File: config.mk
export PLATFORM = sky130hd
export DESIGN_NAME = branch_target_predictor_flat
export DESIGN_NICKNAME = d
export VERILOG_FILES = /design/src/rtl/branch_target_predictor_pkg.sv /design/src/rtl/branch_target_predictor_if.sv /design/src/rtl/branch_target_predictor_sat_counter2.sv /design/src/rtl/branch_target_predictor.sv /design/src/flat_wrapper.sv
export SDC_FILE = /design/constraint.sdc
export NUM_CORES = 2
export LEC_CHECK = 0
export BUFFER_PORTS_ARGS = -buffer_cell sky130_fd_sc_hd__buf_4
export CORE_ASPECT_RATIO = 1.75
export CORE_MARGIN = 3
export CORE_UTILIZATION = 50
export DETAILED_ROUTE_END_ITERATION = 12
export GPL_TIMING_DRIVEN = 0
export HOLD_SLACK_MARGIN = 0.03
export PLACE_DENSITY = 0.8
export SYNTH_ARGS = -nofsm -noshare
export SYNTH_HDL_FRONTEND = slang
export SYNTH_HIERARCHICAL = 1
export SYNTH_SLANG_ARGS = --single-unit
export TNS_END_PERCENT = 50
File: constraint.sdc
create_clock -name i_clk -period 3.6 [get_ports i_clk]
set_input_delay 0.36 -clock i_clk [delete_from_list [all_inputs] [get_ports i_clk]]
set_output_delay 0.36 -clock i_clk [all_outputs]
set_load 0.02 [all_outputs]
File: src/rtl/branch_target_predictor_pkg.sv
// rtl/branch_target_predictor_pkg.sv - shared types and helpers for the branch target predictor
// Holds the direction-counter encodings, the entry view type and a clog2 helper.
package cpu_pred_pkg;

  typedef enum logic [1:0] {
    SNT = 2'd0,
    WNT = 2'd1,
    WT  = 2'd2,
    ST  = 2'd3
  } ctr_e;

  // Widest tag/target an entry view carries; narrower fields are zero-extended into it.
  localparam int BTB_FIELD_W = 32;

  typedef struct packed {
    logic                   valid;
    logic [BTB_FIELD_W-1:0] tag;
    logic [BTB_FIELD_W-1:0] target;
    logic [1:0]             ctr;
  } btb_entry_t;

  function automatic int clog2(input int value);
    int r;
    r = 0;
    for (int i = 0; i < 31; i++) begin
      if ((1 << i) < value) r = i + 1;
    end
    return r;
  endfunction

endpackage

File: src/rtl/branch_target_predictor_if.sv
// rtl/branch_target_predictor_if.sv - fetch lookup and ID training bus of the predictor
// The pipeline is the master; the predictor is the slave.
interface branch_target_predictor_if #(
  parameter int PC_W = 32
);
  logic [PC_W-1:0] if_pc;
  logic            pred_taken;
  logic [PC_W-1:0] pred_target;
  logic            upd_valid;
  logic [PC_W-1:0] upd_pc;
  logic            upd_taken;
  logic            upd_uncond;
  logic [PC_W-1:0] upd_target;
  logic            upd_mispred;
  logic            flush_all;

  modport master (
    output if_pc, upd_valid, upd_pc, upd_taken, upd_uncond, upd_target, upd_mispred, flush_all,
    input  pred_taken, pred_target
  );

  modport slave (
    input  if_pc, upd_valid, upd_pc, upd_taken, upd_uncond, upd_target, upd_mispred, flush_all,
    output pred_taken, pred_target
  );
endinterface

File: src/rtl/branch_target_predictor_sat_counter2.sv
// rtl/branch_target_predictor_sat_counter2.sv - 2-bit up/down saturating counter with load
// Load has priority over increment and decrement.
module sat_counter2
  import cpu_pred_pkg::*;
(
  input  logic       i_clk,
  input  logic       i_rst_n,
  input  logic       i_load,
  input  logic [1:0] i_load_val,
  input  logic       i_inc,
  input  logic       i_dec,
  output logic [1:0] o_ctr
);
  logic [1:0] r_ctr;

  always_ff @(posedge i_clk or negedge i_rst_n) begin
    if (!i_rst_n) begin
      r_ctr <= SNT;
    end else if (i_load) begin
      r_ctr <= i_load_val;
    end else if (i_inc && (r_ctr != ST)) begin
      r_ctr <= r_ctr + 2'd1;
    end else if (i_dec && (r_ctr != SNT)) begin
      r_ctr <= r_ctr - 2'd1;
    end
  end

  assign o_ctr = r_ctr;
endmodule

File: src/rtl/branch_target_predictor.sv
// rtl/branch_target_predictor.sv - direct-mapped BTB with per-entry 2-bit direction counters
// Define BTB_STATS_EN to add the lookup/hit/mispredict statistics counters.
module branch_target_predictor
  import cpu_pred_pkg::*;
#(
  parameter int PC_W    = 32,
  parameter int ENTRIES = 16,
  parameter int STAT_W  = 32
) (
  input  logic                     i_clk,
  input  logic                     i_rst_n,
  branch_target_predictor_if.slave btb
`ifdef BTB_STATS_EN
  ,
  output logic [STAT_W-1:0]        o_stat_lookups,
  output logic [STAT_W-1:0]        o_stat_hits,
  output logic [STAT_W-1:0]        o_stat_mispred
`endif
);
  localparam int IDX_W = clog2(ENTRIES);
  localparam int TAG_W = PC_W - 2 - IDX_W;

  logic             r_valid  [ENTRIES];
  logic [TAG_W-1:0] r_tag    [ENTRIES];
  logic [PC_W-1:0]  r_target [ENTRIES];
  logic [1:0]       w_ctr    [ENTRIES];

  logic [IDX_W-1:0] w_lk_idx, w_upd_idx;
  logic [TAG_W-1:0] w_lk_tag, w_upd_tag;
  btb_entry_t       w_lk;
  logic             w_lk_hit, w_upd_hit, w_upd_go, w_upd_wr;
  logic             w_ld, w_inc, w_dec;

  assign w_lk_idx  = btb.if_pc[IDX_W+1:2];
  assign w_lk_tag  = btb.if_pc[PC_W-1:IDX_W+2];
  assign w_upd_idx = btb.upd_pc[IDX_W+1:2];
  assign w_upd_tag = btb.upd_pc[PC_W-1:IDX_W+2];

  // Lookup reads only registered state, so a same-cycle update is seen one cycle later.
  always_comb begin
    w_lk        = '0;
    w_lk.valid  = r_valid[w_lk_idx];
    w_lk.tag    = BTB_FIELD_W'(r_tag[w_lk_idx]);
    w_lk.target = BTB_FIELD_W'(r_target[w_lk_idx]);
    w_lk.ctr    = w_ctr[w_lk_idx];
  end

  assign w_lk_hit        = w_lk.valid && (w_lk.tag == BTB_FIELD_W'(w_lk_tag));
  assign btb.pred_taken  = w_lk_hit && (w_lk.ctr >= WT);
  assign btb.pred_target = btb.pred_taken ? PC_W'(w_lk.target) : '0;

  assign w_upd_go  = btb.upd_valid && !btb.flush_all;
  assign w_upd_hit = r_valid[w_upd_idx] && (r_tag[w_upd_idx] == w_upd_tag);
  assign w_upd_wr  = w_upd_go && (btb.upd_taken || btb.upd_uncond);
  assign w_ld      = (btb.upd_taken || btb.upd_uncond) && (btb.upd_uncond || !w_upd_hit);
  assign w_inc     = w_upd_hit && !btb.upd_uncond && btb.upd_taken;
  assign w_dec     = w_upd_hit && !btb.upd_uncond && !btb.upd_taken;

  always_ff @(posedge i_clk or negedge i_rst_n) begin
    if (!i_rst_n) begin
      for (int i = 0; i < ENTRIES; i++) begin
        r_valid[i]  <= 1'b0;
        r_tag[i]    <= '0;
        r_target[i] <= '0;
      end
    end else if (btb.flush_all) begin
      for (int i = 0; i < ENTRIES; i++) r_valid[i] <= 1'b0;
    end else if (w_upd_wr) begin
      r_valid[w_upd_idx]  <= 1'b1;
      r_tag[w_upd_idx]    <= w_upd_tag;
      r_target[w_upd_idx] <= btb.upd_target;
    end
  end

  for (genvar g = 0; g < ENTRIES; g++) begin : g_ctr
    logic w_sel;
    assign w_sel = w_upd_go && (w_upd_idx == IDX_W'(g));

    sat_counter2 u_ctr (
      .i_clk      (i_clk),
      .i_rst_n    (i_rst_n),
      .i_load     (w_sel && w_ld),
      .i_load_val (btb.upd_uncond ? ST : WT),
      .i_inc      (w_sel && w_inc),
      .i_dec      (w_sel && w_dec),
      .o_ctr      (w_ctr[g])
    );
  end

`ifdef BTB_STATS_EN
  logic [STAT_W-1:0] r_stat_lookups, r_stat_hits, r_stat_mispred;

  // Statistics saturate at all-ones and survive flush_all.
  always_ff @(posedge i_clk or negedge i_rst_n) begin
    if (!i_rst_n) begin
      r_stat_lookups <= '0;
      r_stat_hits    <= '0;
      r_stat_mispred <= '0;
    end else begin
      if (!(&r_stat_lookups)) r_stat_lookups <= r_stat_lookups + STAT_W'(1);
      if (w_lk_hit && !(&r_stat_hits)) r_stat_hits <= r_stat_hits + STAT_W'(1);
      if (btb.upd_valid && btb.upd_mispred && !(&r_stat_mispred))
        r_stat_mispred <= r_stat_mispred + STAT_W'(1);
    end
  end

  assign o_stat_lookups = r_stat_lookups;
  assign o_stat_hits    = r_stat_hits;
  assign o_stat_mispred = r_stat_mispred;

  logic w_unused;
  assign w_unused = ^{btb.if_pc[1:0], btb.upd_pc[1:0]};
`else
  localparam int stat_w_unused = STAT_W;
  logic w_unused;
  assign w_unused = ^{btb.if_pc[1:0], btb.upd_pc[1:0], btb.upd_mispred};
`endif
endmodule
File: src/flat_wrapper.sv
// flat-port wrapper written by rule: the top's interface ports become plain ports
module branch_target_predictor_flat import cpu_pred_pkg::*;
#(
  parameter int PC_W    = 32,
  parameter int ENTRIES = 16,
  parameter int STAT_W  = 32
)
  (i_clk, i_rst_n, btb_if_pc, btb_upd_valid, btb_upd_pc, btb_upd_taken, btb_upd_uncond, btb_upd_target, btb_upd_mispred, btb_flush_all, btb_pred_taken, btb_pred_target);
  branch_target_predictor_if #(.PC_W(PC_W)) btb_i ();
  input  logic i_clk;
  input  logic i_rst_n;
  input wire logic [$bits(btb_i.if_pc)-1:0] btb_if_pc;
  input wire logic [$bits(btb_i.upd_valid)-1:0] btb_upd_valid;
  input wire logic [$bits(btb_i.upd_pc)-1:0] btb_upd_pc;
  input wire logic [$bits(btb_i.upd_taken)-1:0] btb_upd_taken;
  input wire logic [$bits(btb_i.upd_uncond)-1:0] btb_upd_uncond;
  input wire logic [$bits(btb_i.upd_target)-1:0] btb_upd_target;
  input wire logic [$bits(btb_i.upd_mispred)-1:0] btb_upd_mispred;
  input wire logic [$bits(btb_i.flush_all)-1:0] btb_flush_all;
  output wire logic [$bits(btb_i.pred_taken)-1:0] btb_pred_taken;
  output wire logic [$bits(btb_i.pred_target)-1:0] btb_pred_target;
  assign btb_i.if_pc = btb_if_pc;
  assign btb_i.upd_valid = btb_upd_valid;
  assign btb_i.upd_pc = btb_upd_pc;
  assign btb_i.upd_taken = btb_upd_taken;
  assign btb_i.upd_uncond = btb_upd_uncond;
  assign btb_i.upd_target = btb_upd_target;
  assign btb_i.upd_mispred = btb_upd_mispred;
  assign btb_i.flush_all = btb_flush_all;
  assign btb_pred_taken = btb_i.pred_taken;
  assign btb_pred_target = btb_i.pred_target;
  branch_target_predictor #(.PC_W(PC_W), .ENTRIES(ENTRIES), .STAT_W(STAT_W)) u_core (.i_clk(i_clk), .i_rst_n(i_rst_n), .btb(btb_i));
endmodule
Yosys cells after proc, flatten, opt, wreduce, memory -nomap -nowiden
Cells that the tools add are included.
- $add $sub $neg: 32
- $lt $le $gt $ge: 4
- equality and inequality tests: 33
- muxes and demuxes: 78
- bitwise logic cells: 4
- reductions and logical operators: 147
- operators with widths (kind ; count):
    $bwmux W512 ; 1
    $bwmux W416 ; 1
    $bmux W26 S4 ; 2
    $mux W26 ; 5
    $bmux W32 S4 ; 1
    $demux W32 S4 ; 1
    $mux W32 ; 4
    $logic_and A1 B1 Y1 ; 106
    $demux W26 S4 ; 1
    $mux W2 ; 50
    $eq A26 B26 Y1 ; 2
    $reduce_bool A3 Y1 ; 16
    $reduce_bool A2 Y1 ; 17
    $add A2 B1 Y2 const B ; 16
    $eq A4 B4 Y1 const B ; 8
    $mux W16 ; 2
    $ne A2 B2 Y1 const B ; 16
    $sub A2 B1 Y2 const B ; 16
    $eq A4 B3 Y1 const B ; 4
    $or A16 B16 Y16 ; 1
    $ge A5 B5 Y1 const B ; 2
    $not A4 Y5 ; 2
    $bmux W1 S4 ; 2
    $bmux W2 S4 ; 1
    other kinds (11) ; 21
- bits in registers: 976
- input bits: 103
- output and inout bits: 33
- logic and storage cells: 362

Logic depth before layout (Yosys ltp)
- depth in word-level cells: 13
- depth in mapped cells: 17
- mapped depth without buffers: 11

Cells and area by module
Netlist, hierarchy kept.
- by module, submodules not included (module ; instances ; cells each ; area an instance (sq um) ; sequential area each (sq um)):
    branch_target_predictor ; 1 ; 3065 ; 47478.0 ; 23622.7
    sat_counter2 ; 16 ; 12 ; 117.6 ; 50.0

Least setup slack after synthesis
OpenSTA, ideal clock, no wires.
- path kind: input port to output port
- from: input port btb_if_pc[2]
- to: output port btb_pred_target[22]
- data arrival time: 3.787 ns
- data required time: 3.240 ns
- path slack: -0.547 ns
- cell stages on the path: 12
- path buffers: 5
- cell sequence: buf_2 -> buf_4 -> buf_2 -> mux4_2 -> a311oi_1 -> nand2_1 -> o21ai_0 -> nand4_1 -> or4_1 -> clkbuf_1 -> buf_2 -> nor4b_1
- longest elaborated chain between the ends: 8
- elaborated cells between the ends (all ways): 18
- those cells by class: 1 x order compare; 1 x eq/ne; 13 x mux; 1 x bitwise; 2 x reduce/logical
- ends and longest elaborated chain (item ; line ; RTL):
    from (decl) ; flat_wrapper.sv:12 ; input wire logic [$bits(btb_i.if_pc)-1:0] btb_if_pc;
    $not A4 Y5 (implied by the code) (*) ; -- ;
    $bmux W26 S4 ; branch_target_predictor.sv:43 ; w_lk.tag = BTB_FIELD_W'(r_tag[w_lk_idx]);
    $mux W26 (implied by the code) (2 in a row) ; branch_target_predictor.sv:43 ;
    $eq A26 B26 Y1 ; branch_target_predictor.sv:48 ; assign w_lk_hit = w_lk.valid && (w_lk.tag == BTB_FIELD_W'(w_lk_tag));
    $logic_and A1 B1 Y1 ; branch_target_predictor.sv:48 ;
    $logic_and A1 B1 Y1 ; branch_target_predictor.sv:49 ; assign btb.pred_taken = w_lk_hit && (w_lk.ctr >= WT);
    $mux W32 (*) ; branch_target_predictor.sv:50 ; assign btb.pred_target = btb.pred_taken ? PC_W'(w_lk.target) : '0;
    to (decl) ; flat_wrapper.sv:21 ; output wire logic [$bits(btb_i.pred_target)-1:0] btb_pred_target;
Mark *: on every way between the ends. The rest lies on a longest branch, timed or not. The select of a mux whose other input is x is not followed.

Worst setup path in the final report
- from: register u_core/r_tag[17] in the netlist's numbering
- to: output port btb_pred_target[7]
- longest elaborated chain between the ends: 7
- ends and longest elaborated chain (item ; line ; RTL):
    from (decl) ; branch_target_predictor.sv:24 ; logic [TAG_W-1:0] r_tag [ENTRIES];
    from (signal, indexed assignment) ; branch_target_predictor.sv:70 ; r_tag[w_upd_idx] <= w_upd_tag;
    $bmux W26 S4 ; branch_target_predictor.sv:43 ;
    $mux W26 (implied by the code) (2 in a row) ; branch_target_predictor.sv:43 ;
    $eq A26 B26 Y1 ; branch_target_predictor.sv:48 ;
    $logic_and A1 B1 Y1 ; branch_target_predictor.sv:48 ;
    $logic_and A1 B1 Y1 ; branch_target_predictor.sv:49 ;
    $mux W32 ; branch_target_predictor.sv:50 ;
Every way passes these cells. The select of a mux whose other input is x is not followed.

==> impl_metrics.json <==
{
  "fp-row-count": 151,
  "cts_buffers": 89,
  "placeableCoreArea_um2": 97300,
  "crit_buf_inv": 3,
  "final_nets": 3700,
  "drive_gt1_share_pct": 54.5,
  "synth_top_cell_by_area": "dfrtp_1",
  "setup_viol": 254,
  "synth_edf_count": 0,
  "place_ws_ns": -2.93,
  "path_common_cell": "mux4_2",
  "tightestPinTransition_ns": 1.35,
  "netlist.area_leader.share_pct": 49.5,
  "overflow": 0,
  "grt_max_degree": 127,
  "cap_violations": 0,
  "crit_arrival_ns": 4.02,
  "final.period_utilization_pct": 122,
  "grt_pass1_vias": 34913,
  "clock-sinks": 976,
  "leakage_nw": 25.9,
  "whs_ns": 0.219,
  "status": "complete, but fails checks",
  "holdCritPathClass": "in2reg",
  "synth.distinct_cells": 68,
  "synthToLayoutAreaGrowth_pct": 18.4,
  "cp_top_family": "multiplexers",
  "globalplace.congestion": 1.11,
  "placed_cell_area_um2": 53000,
  "num-fill-cells": 7097,
  "utilization_pct": 60.0,
  "antenna_found_initial": 9,
  "synth_ff_type": "dfrtp_1",
  "dr.pass1.iters": 6,
  "ios": 136,
  "synthCells": 3257,
  "vias": 33059,
  "ys_warn_count": 6,
  "placedCellCount": 4695,
  "gr-usage-all-layers_pct": 32.5,
  "period_needed_ns": 4.38,
  "vias_per_cell": 6.65,
  "cts_tree": "yes",
  "remaining_drc_errors": 0,
  "cts_max_path_buffers": 3,
  "netlist_area_um2": 49400,
  "die_h_um": 422,
  "fp.dieW_um": 244,
  "hold_violations": 0,
  "fin_area_um2": 58400,
  "yosys-top-cells-count": "dfrtp_1, mux2_2, mux4_2",
  "htreeDepth": 3,
  "die-area_um2": 103000,
  "ys_seq_area_share_pct": 49.5,
  "worst_slack_ns": -0.780,
  "slew_violations": 0,
  "vdd_drop_max_uv": 394,
  "crit_path_end_kind": "primary output",
  "synth_area_leaders": "dfrtp_1, mux2_2, mux4_2",
  "initial_core_util_pct": 50.7,
  "fin_skew_ns": 0.0351,
  "synthArstFlopShare_pct": 100,
  "critical_path_class": "reg2out",
  "wl_per_cell_um": 33.5,
  "cp_cell_sequence": "mux4_2, mux4_2, xnor2_4, nand3_2, or4_4, buf_12, buf_16, nor4b_4, buf_4",
  "clk_latency_ns": 0.70,
  "critPathMaxFanout": 6,
  "violations": "setup timing",
  "rsz0062_at_grt": "true",
  "clock.fmax_mhz": 228,
  "clock-root-buffer": "clkbuf_16",
  "cp_slowest_cell": "or4_4",
  "drt_iter0_drc": 3581,
  "required_ns": 3.24,
  "fin_cells": 4974,
  "avgSynthCellArea_um2": 15.2,
  "portBuffers": 114,
  "yosysMostFrequentCell": "dfrtp_1",
  "ys_ff_latch": 976,
  "relSlewSlack_pct": 9.76,
  "start_kind": "register",
  "hpwl_um": 117000,
  "finalWirelength_um": 167000,
  "slowest_delay_ns": 0.62,
  "grt_first_pass_wirelength_um": 241000,
  "clk_pin_slew_ns": 0.07,
  "power_density_nw_per_um2": 518,
  "ant_nets": 0
}
## area by class of cell
cell class                 instances  area [um2]  area share (%)
inverter                          20        75.1           0.128
tap                             1300        1630            2.78
multi-input combinational       1977       25000            42.8
buffer                           297        1990            3.41
clock buffer                     126        2620            4.48
antenna                            5        12.5          0.0214
sequential                       976       24400            41.8
clock inverter                    37         450           0.771
timing repair buffer             236        2230            3.82
## cell usage in the layout (no fill, tap or decap), drive strengths merged, types with 13 or more instances in the layout
cell type	instances
dfrtp	976
mux2	938
mux4	379
clkbuf	340
buf	270
nor2	98
mux2i	63
nand2	51
dlygate4sd3	44
o21ai	42
a21oi	40
nor4b	34
nor3	30
xor2	26
xnor2	25
inv	23
nand2b	23
clkinv	22
nor2b	22
a22o	21
and2	20
a211oi	19
o31ai	18
nor4	18
conb	16
o22ai	13
## path summary, 6_finish.rpt
kind	start	end	slack, ns	cells past startpoint
worst max-delay path	u_core/r_tag[17]	btb_pred_target[7]	-0.78	9
worst min-delay path	btb_upd_uncond	u_core/g_ctr[11].u_ctr/o_ctr[0]	0.22	2
worst max register to register	u_core/r_tag[38]	u_core/g_ctr[5].u_ctr/o_ctr[0]	-0.69	14
worst min register to register	u_core/r_target[34]	u_core/r_target[34]	0.50	1
max in group asynchronous	i_rst_n	u_core/r_target[187]	1.33	6
min in group asynchronous	i_rst_n	u_core/r_tag[309]	0.32	3
## flip-flops by register name, summed over array words and instances, names as in the netlist
register	flops
u_core/g_ctr.u_ctr/o_ctr	32
u_core/r_tag	416
u_core/r_target	512
u_core/r_valid	16
## routing by layer
metal  track usage, %  routed length [um]  part of all wire [%]  up-vias
li1                 -                   -                     -    13036
met2             53.2               81200                    49     1819
met5                0                  56                 0.034        -
met3             7.13               12600                   7.5      693
met1             36.6               56100                    34    17503
met4             26.8               16800                    10        8
## cells by family after synthesis
family	Yosys count	share of synthesized area [%]
AOI/OAI and AO/OA	206	3.17
xor gates and xnor gates	51	0.905
buffers and inverters	319	2.81
DFF	976	49.5
muxes	1380	40.0
other	1	0.00760
and+or+nand+nor	324	3.66
## worst register-to-register path, delay by kind of cell (launching register included)
family,cells,cell delay [ns]
AOI/OAI and AO/OA,4,0.60
xor gates and xnor gates,1,0.24
DFF,1,0.39
muxes,2,1.01
buffers and inverters,4,0.66
and+or+nand+nor,3,1.27
## metrics by stage
step	setup TNS (ns)	total power [mW]
2_1_floorplan	-1.37	17.8
3_3_place_gp	-	19.6
3_5_place_dp	-1478.21	19.9
4_1_cts	-35.17	30.2
5_1_grt	-41.81	31.3
6_report	-56.72	30.3
## report_power, final
group	total [mW]	leakage (nW)	switching (mW)	internal (mW)
Combinational	6.18	11.6	2.73	3.44
Clock	10.0	1.51	4.37	5.67
Sequential	14.0	12.7	1.22	12.8
Total	30.3	25.9	8.33	21.9
## timing repair
item / 4_1_cts / 5_1_grt
resized for setup: 266 / 75
gates cloned: 4 / 1
buffers inserted: 41 / 25
pin swaps: 48 / 34
hold buffers: 44 / 0
setup endpoints to repair: 988 / 324
endpoints found under the hold margin: 371 / 0
(Power assumes the default switching activity.)
